[src/rtl/pulp_clock_gate_ctrl.sv]
// Clock-gate enable controller: gates a domain after sustained idle,
// re-enables on wake and reports readiness after a settle delay.
module pulp_clock_gate_ctrl #(
  parameter int IDLE_CYCLES = 4,
  parameter int WAKE_CYCLES = 2
) (
  input  logic clk_i,
  input  logic rst_ni,
  input  logic test_en_i,
  input  logic enable_i,
  input  logic idle_i,
  input  logic wake_i,
  output logic clk_en_o,
  output logic gated_o,
  output logic ready_o
);

  localparam int MAXC =
    (IDLE_CYCLES > WAKE_CYCLES) ? IDLE_CYCLES : WAKE_CYCLES;
  localparam int CW =
    (MAXC < 1) ? 1 : $clog2(MAXC + 1);
  localparam logic [CW-1:0] IDLE_LAST =
    CW'((IDLE_CYCLES > 0) ? IDLE_CYCLES - 1 : 0);
  localparam logic [CW-1:0] WAKE_LAST =
    CW'((WAKE_CYCLES > 0) ? WAKE_CYCLES - 1 : 0);

  if (IDLE_CYCLES < 1) begin : g_bad_idle
    $error("IDLE_CYCLES must be >= 1");
  end

  typedef enum logic [1:0] {
    RUN   = 2'd0,
    GATED = 2'd1,
    WAKE  = 2'd2
  } state_e;

  state_e        state_q, state_d;
  logic [CW-1:0] cnt_q, cnt_d;
  logic          en_q, gated_q, ready_q;
  logic          qual;
  logic          leave;

  assign qual  = enable_i & idle_i & ~wake_i;
  assign leave = wake_i | ~idle_i | ~enable_i;

  always_comb begin
    state_d = state_q;
    cnt_d   = cnt_q;
    unique case (state_q)
      RUN: begin
        if (!qual) begin
          cnt_d = '0;
        end else if (cnt_q == IDLE_LAST) begin
          state_d = GATED;
          cnt_d   = '0;
        end else begin
          cnt_d = cnt_q + CW'(1);
        end
      end
      GATED: begin
        cnt_d = '0;
        if (leave) begin
          state_d = (WAKE_CYCLES > 0) ? WAKE : RUN;
        end
      end
      WAKE: begin
        // settle always runs to completion
        if (cnt_q == WAKE_LAST) begin
          state_d = RUN;
          cnt_d   = '0;
        end else begin
          cnt_d = cnt_q + CW'(1);
        end
      end
      default: begin
        state_d = RUN;
        cnt_d   = '0;
      end
    endcase
  end

  always_ff @(posedge clk_i or negedge rst_ni) begin
    if (!rst_ni) begin
      state_q <= RUN;
      cnt_q   <= '0;
      en_q    <= 1'b1;
      gated_q <= 1'b0;
      ready_q <= 1'b1;
    end else begin
      state_q <= state_d;
      cnt_q   <= cnt_d;
      en_q    <= (state_d != GATED);
      gated_q <= (state_d == GATED);
      ready_q <= (state_d == RUN);
    end
  end

  assign clk_en_o = en_q | test_en_i;
  assign gated_o  = gated_q;
  assign ready_o  = ready_q;

endmodule

[config.mk]
export PLATFORM = sky130hd
export DESIGN_NAME = pulp_clock_gate_ctrl
export DESIGN_NICKNAME = d
export VERILOG_FILES = /design/src/rtl/pulp_clock_gate_ctrl.sv
export SDC_FILE = /design/constraint.sdc
export NUM_CORES = 1
export LEC_CHECK = 0
export CAP_MARGIN = 40
export CORE_AREA = 2 2 39 41
export CTS_CLUSTER_DIAMETER = 60
export CTS_CLUSTER_SIZE = 14
export DETAILED_ROUTE_END_ITERATION = 8
export DIE_AREA = 0 0 41 43
export GPL_ROUTABILITY_DRIVEN = 0
export PLACE_DENSITY_LB_ADDON = 0.3
export SLEW_MARGIN = 20
export SYNTH_ARGS = -nofsm -noshare
export SYNTH_HDL_FRONTEND = slang
export SYNTH_SLANG_ARGS = --single-unit
[constraint.sdc]
create_clock -name clk_i -period 1.9 [get_ports clk_i]
set_clock_uncertainty 0.1 [all_clocks]
set_input_delay 0.19 -clock clk_i [delete_from_list [all_inputs] [get_ports clk_i]]
set_output_delay 0.19 -clock clk_i [all_outputs]
set_load 0.05 [all_outputs]
==> summary.txt <==
Cells and area
  – Nets: 60
  – Layout Utilization: 0.381
  – Layout cells sized above 1: 0.213
  – Antenna diodes: 0
  – Area grow syn2layout: 28.7%

Clock network
  – Post-CTS Setup Repair Bufs: 0
  – Hold_buf cts: 0
  – Clock Sinks: 8
  – CTS Buffer Depth: 2
  – Root buf cell: clkbuf_4
  – # resized after CTS: 0
  – Worst-Skew Late Latency: 260 ps
  – H-tree depth: 1
  – CTS tree: done
  – Clk slew on worst S/H paths: approximately 60 ps
  – Num CTS Buffers: 3

Die
  – Rows: 14
  – Chip width: 41 um
  – Num ports: 9
  – Die area: 0.00176 mm2
  – Die span in y: 43 um
  – Core area: about 0.0014 mm2
  – Initial Util: 0.296

Routing
  – WL per Instance: 10.4 um
  – Total Wirelength: 657 um
  – Routed via count: 293
  – # DRC: 0
  – First drt pass iteration count: 1
  – Initial DRC count: 0
  – Antenna viol nets, final: 0
  – Vias per cell: 4.65

Yosys
  – Adder-Cell Fraction of Synth Area: 0.153
  – Seq/Total Area, Yosys: 0.495
  – Post-synth EDFFs: 0
  – Synth top area cells: dfrtp_1, ha_1, dfstp_2
  – Unique cell type count in the Yosys netlist: 16
  – Post-synth ARST share: 1.00
  – Mapped Cells: 36
  – Cell taking the most area after synthesis: dfrtp_1
  – Synth Area in Compound Gates: 0.119
  – Most frequent cells after synthesis: dfrtp_1, inv_1, ha_1, nor2_1
  – Netlist Area Pre-Place: 409 um2
  – Mean area per synthesized cell: between 10 and 15 um2
  – Synthesis warning total: 0
  – Simple-gate share of the synthesized area: 0.177
  – Synth top area share: 0.367
  – Post-Syn Nets: 47
  – Xor/xnor share of the synthesized area: 0
  – Mux contribution to synthesized area: 0
  – Ys flop type: dfrtp_1
  – Largest family of logic cells by synthesized area: simple AND/OR/NAND/NOR gates
  – Flops & latches, synth: 8

Timing
  – Period utilisation layout: 0.869
  – RSZ-0062 raised after global routing: no
  – Setup Total Neg Slack: 0 ps
  – Worst-Margin Slew: 487 ps
  – Rel. slew slack: 0.674
  – Final hold viol count: 0
  – Setup-failing EPs final: 0
  – Final Critical Period: approximately 1700 ps
  – F_max: roughly 610 MHz
  – Slew Viols, Final: 0

Global routing
  – First-pass GRT wire length: 1120 um
  – Total gr overflow: 0
  – Largest net degree at the start of global routing: 9
  – GR Util All Layers: 0.101
  – Antenna violations before repair: 0
  – Vias in the first global route: 287

Setup path
  – Crit path buf inv count: 1
  – WP data required: 1610 ps
  – Critical path's slowest cell: clkdlybuf4s50_1
  – Kind of critical path: reg -> out
  – Crit start category: register
  – Worst setup EP type: primary output
  – Crit-path cells: clkdlybuf4s50_1
  – Worst EP arrival: between 1000 and 1500 ps
  – Crit Path Max Fanout: 1
  – Critical Path Max Stage Delay: 790 ps
  – Crit path max-delay family: buffers and inverters

Placement
  – Port Buffers: 8

Worst hold path
  – Worst min path class: in -> async

Power
  – Maximum VDD drop: 0.230 mV
  – Power Density: roughly 660 mW/mm2
  – Leakage: 0.000220 uW

Run status
  – Run status: complete, no violations

Run
  – MaxCap Viol Count: 0
[registers in the layout, indices dropped and copies added (netlist names)]
| signal | count |
|---|---|
| en_q | 1 |
| cnt_q | 3 |
| ready_o | 1 |
| state_q | 2 |
| gated_o | 1 |
[metrics by stage]
| step | area (um2) | instances | hold WS, ps | power, uW | worst slack [ps] |
|---|---|---|---|---|---|
| 2_1_floorplan | 409 | 36 | -206 | 200 | 471 |
| 3_3_place_gp | 504 | 60 | 387 | 220 | 398 |
| 3_5_place_dp | 504 | 60 | 391 | 220 | 380 |
| 4_1_cts | 527 | 63 | 113 | 351 | 240 |
| 5_1_grt | 527 | 63 | 132 | 366 | 210 |
| 6_report | 527 | 63 | 106 | 346 | 249 |
[logic make-up (layout without fill, tap and decap cells)]
group / after synthesis / after routing
AO/OA/AOI/OAI: 7 / 7
buffers and inverters: 6 / 17
adder cells (fa/ha/maj): 5 / 5
flip-flops: 8 / 8
AND/OR/NAND/NOR: 10 / 10
[power breakdown]
group	internal [uW]	switching [uW]
clock network	72.2	56.8
registers	176	3.67
logic	19.9	17.4
total	268	77.9
[worst paths after layout]
kind                           from    endpoint  slack (ps)  cells past startpoint
setup / recovery            gated_o     gated_o         250                      1
hold / removal               rst_ni  state_q[1]         110                      1
setup reg to reg           cnt_q[0]    cnt_q[0]         380                      4
hold reg to reg            cnt_q[0]    cnt_q[0]         400                      1
max in group asynchronous    rst_ni        en_q        1290                      1
min in group clk_i         cnt_q[0]    cnt_q[0]         400                      1
[layout make-up]
class / instances / area, um2
sequential: 8 / 203
timing repair buffer: 8 / 75.1
clock buffer: 3 / 22.5
inverter: 6 / 22.5
tap: 16 / 20.0
fill: 148 / 857
multi-input combinational: 22 / 184
[cell usage in the layout (no fill, tap or decap), drive strengths merged]
cell           n
or3            1
o21a           1
buf            2
a21oi          2
dfrtp          6
nand4bb        1
and3b          1
clkbuf         3
clkdlybuf4s50  6
dfstp          2
ha             5
nor2           5
a211o          1
o2bb2ai        1
nand2          1
o32ai          1
o21ai          1
inv            6
or2            1
[routing by layer]
layer  routed length, um  global-route usage
met4                   8               0.100
met3                  76              0.0366
met5                   0                   0
met1                 256               0.110
met2                 316               0.141
(Power assumes the default switching activity.)
